===== src/rtl/ir_refresh_pkg.sv =====
// ir_refresh_pkg: shared types and constants for the I/R refresh controller.
package ir_refresh_pkg;
  typedef enum logic [1:0] {
    ST_IDLE    = 2'd0,
    ST_RFSH_T3 = 2'd1,
    ST_RFSH_T4 = 2'd2
  } rfsh_state_t;
  localparam logic [7:0] R_MASK_LOW7 = 8'h7F;
  localparam logic [1:0] IM_MODE0 = 2'd0;
  localparam logic [1:0] IM_MODE1 = 2'd1;
  localparam logic [1:0] IM_MODE2 = 2'd2;
  localparam logic [7:0] RST_I = 8'h00;
  localparam logic [7:0] RST_R = 8'h00;
  localparam logic [1:0] RST_IM = IM_MODE0;
  function automatic logic [1:0] im_clamp(input logic [1:0] v);
    return (v == IM_MODE0) ? IM_MODE0 : (v == IM_MODE1) ? IM_MODE1 : IM_MODE2;
  endfunction
endpackage


===== src/rtl/ir_refresh_fsm.sv =====
// ir_refresh_fsm: IDLE -> T3 -> T4 refresh slot sequencer with increment pulse on slot exit.
module ir_refresh_fsm
  import ir_refresh_pkg::*;
(
  input  logic CLK,
  input  logic RESET,
  input  logic Refresh_Start,
  output logic RFSH_Active,
  output logic incr_pulse
);
  rfsh_state_t r_state, w_next;
  always_ff @(posedge CLK) begin
    if (RESET) r_state <= ST_IDLE;
    else r_state <= w_next;
  end
  always_comb begin
    w_next = r_state;
    case (r_state)
      ST_IDLE:    w_next = Refresh_Start ? ST_RFSH_T3 : ST_IDLE;
      ST_RFSH_T3: w_next = ST_RFSH_T4;
      default:    w_next = ST_IDLE;
    endcase
  end
  always_comb begin
    RFSH_Active = r_state != ST_IDLE;
    incr_pulse  = r_state == ST_RFSH_T4;
  end
endmodule


===== src/rtl/ir_refresh_control.sv =====
// ir_refresh_control: Z80 I/R, IFF1/IFF2, interrupt mode and M1 refresh address generation.
module ir_refresh_control
  import ir_refresh_pkg::*;
(
  input  logic        CLK,
  input  logic        RESET,
  input  logic        Refresh_Start,
  input  logic        Write_I,
  input  logic        Write_R,
  input  logic [7:0]  Data_In,
  input  logic        PA_Select_I_low,
  input  logic        PA_Select_R_low,
  input  logic        Op_EI,
  input  logic        Op_DI,
  input  logic        Op_RETN,
  input  logic        INT_Accept,
  input  logic        NMI_Accept,
  input  logic        Write_IM,
  input  logic [1:0]  IM_In,
  output logic [7:0]  Data_Out,
  output logic        PV_Out,
  output logic        RFSH_Active,
  output logic [15:0] Refresh_Addr,
  output logic        Int_Enable,
  output logic [1:0]  IM
);
  logic [7:0] r_i, r_r, w_r_inc;
  logic [1:0] r_im;
  logic r_iff1, r_iff2, r_ei_block;
  logic w_incr, w_active, w_int_di, w_ei, w_retn;
  ir_refresh_fsm u_fsm (
    .CLK          (CLK),
    .RESET        (RESET),
    .Refresh_Start(Refresh_Start),
    .RFSH_Active  (w_active),
    .incr_pulse   (w_incr)
  );
  // Only the highest-priority instruction/acknowledge event takes effect.
  assign w_int_di = ~NMI_Accept & (INT_Accept | Op_DI);
  assign w_ei     = ~NMI_Accept & ~INT_Accept & ~Op_DI & Op_EI;
  assign w_retn   = ~NMI_Accept & ~INT_Accept & ~Op_DI & ~Op_EI & Op_RETN;
  assign w_r_inc  = (r_r & ~R_MASK_LOW7) | ((r_r + 8'd1) & R_MASK_LOW7);
  always_ff @(posedge CLK) begin
    if (RESET) begin
      r_i        <= RST_I;
      r_r        <= RST_R;
      r_iff1     <= 1'b0;
      r_iff2     <= 1'b0;
      r_ei_block <= 1'b0;
      r_im       <= RST_IM;
    end else begin
      if (Write_I) r_i <= Data_In;
      r_r        <= Write_R ? Data_In : w_incr ? w_r_inc : r_r;
      r_iff1     <= (NMI_Accept | w_int_di) ? 1'b0 : w_ei ? 1'b1 : w_retn ? r_iff2 : r_iff1;
      r_iff2     <= w_int_di ? 1'b0 : w_ei ? 1'b1 : r_iff2;
      // EI on the completing edge re-arms the shadow for the following instruction.
      r_ei_block <= w_ei | (~w_int_di & ~w_incr & r_ei_block);
      if (Write_IM) r_im <= im_clamp(IM_In);
    end
  end
  assign Data_Out     = PA_Select_I_low ? r_i : PA_Select_R_low ? r_r : 8'h00;
  assign PV_Out       = r_iff2;
  assign RFSH_Active  = w_active;
  assign Refresh_Addr = w_active ? {r_i, r_r} : 16'h0000;
  assign Int_Enable   = r_iff1 & ~r_ei_block;
  assign IM           = r_im;
endmodule


===== config.mk =====
export PLATFORM = sky130hd
export DESIGN_NAME = ir_refresh_control
export DESIGN_NICKNAME = d
export VERILOG_FILES = /design/src/rtl/ir_refresh_pkg.sv /design/src/rtl/ir_refresh_fsm.sv /design/src/rtl/ir_refresh_control.sv
export SDC_FILE = /design/constraint.sdc
export NUM_CORES = 1
export LEC_CHECK = 0
export BUFFER_PORTS_ARGS = -buffer_cell sky130_fd_sc_hd__buf_2
export CORE_MARGIN = 4
export CORE_UTILIZATION = 45
export CTS_BUF_LIST = sky130_fd_sc_hd__clkbuf_8 sky130_fd_sc_hd__clkbuf_16
export DETAILED_ROUTE_END_ITERATION = 8
export HOLD_SLACK_MARGIN = 0.1
export MAX_ROUTING_LAYER = met4
export PLACE_DENSITY_LB_ADDON = 0.12
export SLEW_MARGIN = 20
export SYNTH_ARGS = -nofsm -noshare
export SYNTH_HDL_FRONTEND = slang
export SYNTH_SLANG_ARGS = --single-unit

===== constraint.sdc =====
create_clock -name CLK -period 2.13 [get_ports CLK]
set_input_delay 0.213 -clock CLK [delete_from_list [all_inputs] [get_ports CLK]]
set_output_delay 0.213 -clock CLK [all_outputs]
set_load 0.01 [all_outputs]

Yosys cells after proc, flatten, opt, wreduce, memory -nomap -nowiden
Cells that the tools add are included.
{ "op_classes": {"n_addsub": 1, "n_mul": 0, "div": 0, "n_lt_le_gt_ge": 0, "n_eq_ne": 3, "shift": 0, "n_mux": 11, "bitwise": 20, "reduce_logical": 7} }
{ "op_table": {"columns": ["op", "count"], "rows": [
  ["two-way mux 8 bit", 4],
  ["two-way mux 16 bit", 1],
  ["bitwise AND 1 bit", 9],
  ["OR 8 x 7 -> 8 bit", 1],
  ["adder 7 x 1 -> 7 bit, second input constant", 1],
  ["NOT 1 bit", 7],
  ["nonzero test 2 bit", 3],
  ["== test 2 x 1 -> 1 bit, second input constant", 2],
  ["logical NOT 2 bit", 2],
  ["two-way mux 2 bit", 2],
  ["one-hot mux 2 bit (2 select lines)", 1],
  ["OR reduction 2 bit", 2],
  ["two-way mux 1 bit", 3],
  ["OR 1 bit", 3],
  ["== test 2 bit, second input constant", 1]
]} }
{ "totals": {"reg_bits": 23, "latch_bits": 0, "mem_bits_rw": 0, "rom_bits": 0, "inputBits": 23, "out_inout_bits": 29, "elab_cells": 49, "mem_count": 0} }

Logic depth before layout (Yosys ltp)
Gate-level depths: netlist of run 1.
{ "logic_depth": {"depth_word": 7, "mapped_depth": 4, "ltp_nobuf": 4} }

Hierarchy
From an unflattened synthesis of run 1, not the netlist that was laid out.
{ "hier_totals": {"hier_cells": 142, "hier_area_um2": 1159.9} }
{ "modules_own_cells": {"columns": ["mod", "instances", "cells_each", "area_per_inst_um2", "seq_area_each_um2"], "rows": [
  ["ir_refresh_control", 1, 136, 1084.8, 420.4],
  ["ir_refresh_fsm", 1, 6, 75.1, 40.0]
]} }

Worst setup path before layout of run 1
Ideal clock, no wire load.
{ "synth_path": {"path_type": "register to output", "startpoint": "reg u_fsm.r_state[1]", "endpoint": "out Refresh_Addr[11]", "arrival_ns": 1.107, "t_required_ns": 1.917, "slack_ns": 0.810, "path_stages_with_launch": 4, "path_buffers": 1, "cell_sequence": "dfxtp_1 -> nor2_1 -> clkbuf_1 -> and2b_1"} }
{ "synth_between": {"elab_chain_cells": 2} }
{ "synth_rtl": {"columns": ["element", "line", "source"], "rows": [
  ["start, declared", "ir_refresh_fsm.sv:11", "rfsh_state_t r_state, w_next;"],
  ["start signal, assigned", "ir_refresh_fsm.sv:14", "else r_state <= w_next;"],
  ["nonzero test 2 bit", "ir_refresh_fsm.sv:25", "RFSH_Active = r_state != ST_IDLE;"],
  ["two-way mux 16 bit", "ir_refresh_control.sv:64", "assign Refresh_Addr = w_active ? {r_i, r_r} : 16'h0000;"],
  ["end, declared", "ir_refresh_control.sv:23", "output logic [15:0] Refresh_Addr,"]
]} }
Every way passes these cells.

Worst setup path in the final report of run 1
Ends and elaborated chain as after synthesis.

==> results of run 1 <==
==> Yosys cell counts <==
cell type and n:
a21o_1 1, and2_1 1, inv_1 5, a311oi_1 2, nand4b_1 1, a221oi_1 1, nand3_1 2, mux2i_1 11
nor2_1 22, nand2b_1 1, o21ai_0 11, or3_1 2, buf_2 1, a31oi_1 1, and3b_2 1, and2b_2 1
nand2_1 16, xnor2_1 2, nand4_1 1, nor2b_1 9, nor3b_1 2, a211oi_1 4, a21oi_1 2, ha_1 1
dfxtp_1 23, o21bai_1 2, or2b_1 1, clkbuf_1 6, nand3b_1 2, and2b_1 8, o31a_1 1, nor4b_1 1
==> worst min path at each step <==
stage / startpoint / endpoint / slack, ns / cells past startpoint
2_1_floorplan: NMI_Accept / r_iff1$_SDFFE_PP0P_ / 0.29 / 1
3_3_place_gp: NMI_Accept / r_iff1$_SDFFE_PP0P_ / 0.41 / 2
3_5_place_dp: NMI_Accept / r_iff1$_SDFFE_PP0P_ / 0.42 / 2
4_1_cts: NMI_Accept / r_iff1$_SDFFE_PP0P_ / 0.14 / 2
5_1_grt: NMI_Accept / r_iff1$_SDFFE_PP0P_ / 0.15 / 2
6_report: NMI_Accept / r_iff1$_SDFFE_PP0P_ / 0.14 / 2
==> logic make-up after synthesis <==
logic type	count (synthesis)
AND/OR/NAND/NOR	71
multiplexers	11
XOR/XNOR	2
adder cells (fa/ha/maj)	1
flip-flops	23
AO/OA/AOI/OAI	25
buffers and inverters	12
==> stage by stage <==
step                hold slack [ns]  setup slack (ns)   util  power (mW)  area [sq um]
CTS                           0.136             0.625  0.602       0.920          1510
global placement              0.410             0.842  0.584       0.649          1460
finish                        0.140             0.642  0.602       0.909          1510
floorplan                     0.292             0.810      -       0.583          1180
global route                  0.147             0.531  0.602       0.963          1510
detailed placement            0.417             0.779  0.584       0.656          1460
==> power by group through the flow <==
stage                     clock network, mW  registers [mW]  logic (mW)
after floorplan                           0           0.484      0.0986
after global placement                    0           0.487       0.162
after detailed placement                  0           0.489       0.167
after CTS                             0.273           0.479       0.168
after global routing                  0.294           0.484       0.185
final                                 0.265           0.479       0.165
==> flip-flops by register name (all words and copies together), names as in the netlist <==
register	flops
r_iff1	1
r_ei_block	1
r_i	8
r_r	8
IM	2
u_fsm.r_state	2
PV_Out	1
==> per-layer routing <==
metal,vias to the layer above,share of wire,global-route usage,wire length (um)
met2,29,0.50,0.310,1440
met5,-,0,-,0
met3,6,0.054,0.0283,155
met4,0,0.018,0.0809,53
li1,589,-,-,-
met1,531,0.43,0.207,1230
==> final cells by class <==
| cell class | instances | area [sq um] | area share |
|---|---|---|---|
| clock buffers | 3 | 41.3 | 0.0274 |
| repair buffers | 53 | 270 | 0.180 |
| multi-input cells | 110 | 673 | 0.447 |
| flip-flops and latches | 23 | 460 | 0.306 |
| inverters | 5 | 18.8 | 0.0125 |
| well taps | 30 | 37.5 | 0.0249 |
| clock inverters | 1 | 3.75 | 0.00249 |
==> reports/qor.yml, run 1 <==
outcome:
  outcome: "finished clean"
route:
  dr.pass1.iters: 4
  postRouteAntennaNets: 0
  wl_per_cell_um: 12.8
  first_iter_violations: 21
  drc: 0
  vias: 1155
  viasPerCell: 5.13
  wl_mm: 2.88
pwr:
  internal_power_mw: 0.662
  power_frac_clock: 0.292
  p_leak_nw: 0.754
  comb_power_share: 0.181
  switching_share: 0.272
  powerDensity_mw_per_mm2: 604
  ir_drop_mv: 0.338
  seq_power_share: 0.527
  p_switching_mw: 0.247
logic_synthesis:
  synth_top_family_by_area: "simple AND/OR/NAND/NOR gates"
  netlist_area_sq_mm: 0.00118
  synth_top_area_cell: "dfxtp_1"
  synth_warnings: 0
  synthCells: 145
  synthXorXnorAreaFrac: 0.0148
  synthAdderAreaFrac: 0.0106
  synth_fp_nets: 169
  synth.top_cell.area_share: 0.390
  synth_area_leaders: "dfxtp_1 39%, mux2i_1 9.3%, nor2_1 7.0%, and2b_1 5.1%, nand2_1 5.1%"
  ys_seq_elements: 23
  synthMuxAreaShare: 0.0933
  synth_compound_area_frac: 0.135
  synth.distinct_cells: 32
  avgSynthCellArea_sq_um: 8.14
  yosys.area_share.simple: 0.317
  yosysSeqAreaShare: 0.390
clock_network:
  clkSinkCount: 23
  cts_hold_buffers: 0
  h-tree-depth: 1
  worstSkewPairLatency_ns: 0.26
  path_clk_slew_ns: 0.08
  cts_setup_buffers: 0
  clockBufferDepth: 2
  root_buffer: "clkbuf_8"
  ctsResizeCount: 0
  cts_tree: "built"
  cts_made_buffers: 3
final_layout:
  fill_cells: 237
  num_antenna_cells: 0
  stdcell_count: 225
  finalNetCount: 220
  final_common_cell: "buf_2"
  areaGrowthSynthToFinish_pct: 27.6
  layout-drive-gt1-share: 0.297
  layout_common_cells: "51 x buf_2, 23 x dfxtp_1, 22 x nor2_1"
setup_path:
  critPathMaxStageDelay_ns: 0.36
  crit_chain: "nor2_1 > buf_4 > and2b_1 > buf_2"
  critPathCapture: "Refresh_Addr[11]"
  crit_arrival_ns: 1.27
  crit_slowest_cell: "dfxtp_1"
  ff2ff_setup_slack_ns: 0.78
  r2r-start: "r_r[0]$_SDFFE_PP0P_"
  cp.required_ns: 1.92
  startpoint: "u_fsm.r_state[1]$_SDFF_PP0_"
  startpoint_type: "flip-flop"
  cp.buffers_inverters: 2
  cp.depth: 4
  ff2ff_path_depth: 4
  reg2reg_to: "r_r[6]$_SDFFE_PP0P_"
  crit_path_end_kind: "output port"
  worstPathMaxFanout: 10
  critPathKind: "flip-flop to output port"
  cpLargestDelayFamily: "flip-flops"
global_routing:
  grt-ovfl-total: 0
  grt_first_pass_wirelength_mm: 4.76
  grt_pass1_vias: 1113
  grt_max_degree: 23
  grt_usage: 0.182
  antenna_found_initial: 0
floorplan:
  io_pins: 52
  rows: 18
  die_h_um: 59.2
  dieArea_sq_mm: 0.00351
  die_w_um: 59.2
  core_sq_mm: 0.00250
  initial_utilization: 0.472
sta:
  slew_headroom: 0.724
  finalCriticalPeriod_ns: 1.49
  fin_skew_ns: 0.00590
  fin_crit_sh: 0.698
  max_clock_freq_mhz: 672
  rsz0062_at_grt: "no"
  finalHoldViolations: 0
  slew_violations: 0
  setup_violations: 0
  tns_ns: 0
  tightest_slew_ns: 0.414
run:
  drv_cap: 0
placed_design:
  io_buffers: 51
  gp_congestion: 0.795
  placed_cells: 221
  hpwl_mm: 2.25
min_path:
  hp-class: "input port to flip-flop"
(Power assumes the default switching activity.)
==> run 2: changes to the inputs <==
Settings changed: CORE_UTILIZATION 45 to 42.
Clock period 2.13 ns to 1.35 ns, I/O delays scaled along.
==> reports/qor.yml, run 2 (synthesis gave the netlist of run 1 again) <==
final_layout:
  design_area_sq_mm: 0.00159
  areaGrowthSynthToFinish_pct: 34.5
  layout_common_cells: "51 x buf_2, 21 x nor2_1, 19 x dfxtp_1"
  reg_top3: "r_i (8), r_r (8)"
  layout-drive-gt1-share: 0.345
  fill_cells: 254
  finalNetCount: 225
  final_common_cell: "buf_2"
  num_antenna_cells: 0
floorplan:
  rows: 18
  core_sq_mm: 0.00257
  io_pins: 52
  die_w_um: 61
  die_h_um: 61
  initial_utilization: 0.460
  dieArea_sq_mm: 0.00372
pwr:
  ir_drop_mv: 0.566
  internal_power_mw: 1.06
  seq_power_share: 0.514
  powerDensity_mw_per_mm2: 925
  p_leak_nw: 0.790
  comb_power_share: 0.199
  finalPower_mw: 1.47
  power_frac_clock: 0.287
  p_switching_mw: 0.404
  switching_share: 0.275
run:
  drv_cap: 0
global_routing:
  grt-ovfl-total: 0
  grt_first_pass_wirelength_mm: 4.95
  grt_pass1_vias: 1106
  antenna_found_initial: 0
  grt_usage: 0.183
  grt_max_degree: 23
setup_path:
  critPathMaxStageDelay_ns: 0.37
  crit_path_end_kind: "output port"
  cp.required_ns: 1.22
  crit_chain: "nor2_4 > buf_6 > and2b_1 > buf_2"
  crit_slowest_cell: "dfxtp_4"
  crit_arrival_ns: 1.26
  startpoint_type: "flip-flop"
  worstPathMaxFanout: 6
  critPathKind: "flip-flop to output port"
route:
  viasPerCell: 5.11
  first_iter_violations: 24
  dr_wl_met3_um: 235
  wl_per_cell_um: 13.3
  wl_mm: 3.06
  vias: 1175
  highest_layer: "met4"
  postRouteAntennaNets: 0
  wl_met1_mm: 1.27
  dr.pass1.iters: 4
  drc: 0
  route.met2.wl_mm: 1.51
sta:
  final.setup.worst_slack_ns: -0.0426
  slew_violations: 0
  finalHoldViolations: 0
  slew_headroom: 0.721
  setup_violations: 8
  max_clock_freq_mhz: 718
  finalCriticalPeriod_ns: 1.39
  fin_crit_sh: 1.03
  rsz0062_at_grt: "yes"
  tightest_slew_ns: 0.419
  fin_skew_ns: 0.00222
clock_network:
  clkSinkCount: 23
  worstSkewPairLatency_ns: 0.26
  root_buffer: "clkbuf_8"
  clockBufferDepth: 2
  cts_tree: "built"
  cts_made_buffers: 3
  h-tree-depth: 1
  path_clk_slew_ns: 0.08
outcome:
  outcome: "finished with violations"
  violations: "negative setup slack"
placed_design:
  gp_congestion: 0.882
  place_area_sq_mm: 0.00148
  io_buffers: 51
  hpwl_mm: 2.24
min_path:
  hp-class: "input port to flip-flop"
## run 2: cell count changes in the layout (fill, tap and decap cells not counted), sizes merged
cell,change
buf,+4
dlygate4sd3,+1
## run 2: stage by stage
stage          setup slack (ns)  utilization  std cells  hold WS, ns  setup TNS (ns)
2_1_floorplan            0.0875            -        145        0.214               0
3_5_place_dp             0.0464        0.575        223        0.346               0
6_report                -0.0426        0.618        230        0.119          -0.283
3_3_place_gp              0.117        0.575        223        0.335               0
5_1_grt                  -0.116        0.618        230        0.117          -0.844
4_1_cts                 -0.0334        0.606        229        0.116          -0.164
## run 2: routing by layer
| layer | global-route usage | up-vias |
|---|---|---|
| met5 | - | - |
| met4 | 0.0650 | 0 |
| met3 | 0.0277 | 5 |
| met2 | 0.307 | 36 |
| met1 | 0.222 | 534 |
| li1 | - | 600 |
## run 2: power groups by stage
stage / Combinational (mW) / Clock [mW] / Sequential (mW)
2_1_floorplan: 0.156 / 0 / 0.764
3_5_place_dp: 0.272 / 0 / 0.769
5_1_grt: 0.327 / 0.461 / 0.761
4_1_cts: 0.287 / 0.431 / 0.755
6_report: 0.293 / 0.421 / 0.754
3_3_place_gp: 0.266 / 0 / 0.765
## run 2: worst paths after layout
check | to | slack (ns) | startpoint | cells past startpoint
worst max register to register | r_r[4]$_SDFFE_PP0P_ | 0.05 | r_r[0]$_SDFFE_PP0P_ | 4
worst max-delay path | Refresh_Addr[6] | -0.04 | u_fsm.r_state[1]$_SDFF_PP0_ | 4
worst min-delay path | r_r[3]$_SDFFE_PP0P_ | 0.12 | Write_R | 2
worst min register to register | IM[0]$_SDFFE_PP0P_ | 0.47 | IM[0]$_SDFFE_PP0P_ | 2
## run 2: critical path, delay by kind of cell (launching register included)
kind	cells	cell delay (ns)
AND/OR/NAND/NOR	2	0.34
buffers and inverters	2	0.28
flip-flops	1	0.37
## run 2: area by class of cell
class,instances,area (sq um),share of cell area
Sequential cell,23,470,0.297
Clock buffer,3,41.3,0.0260
Tap cell,30,37.5,0.0237
Clock inverter,1,3.75,0.00237
Timing Repair Buffer,58,322,0.203
Multi-Input combinational cell,110,693,0.437
Inverter,5,18.8,0.0118
## run 2: timing repair
action | 4_1_cts | 5_1_grt
setup endpoints to repair | 8 | 12
pin swaps | 1 | 3
gates cloned | 1 | 0
hold buffers | 1 | 0
resized for setup | 8 | 7
endpoints found under the hold margin | 1 | 0
buffers inserted | 0 | 1
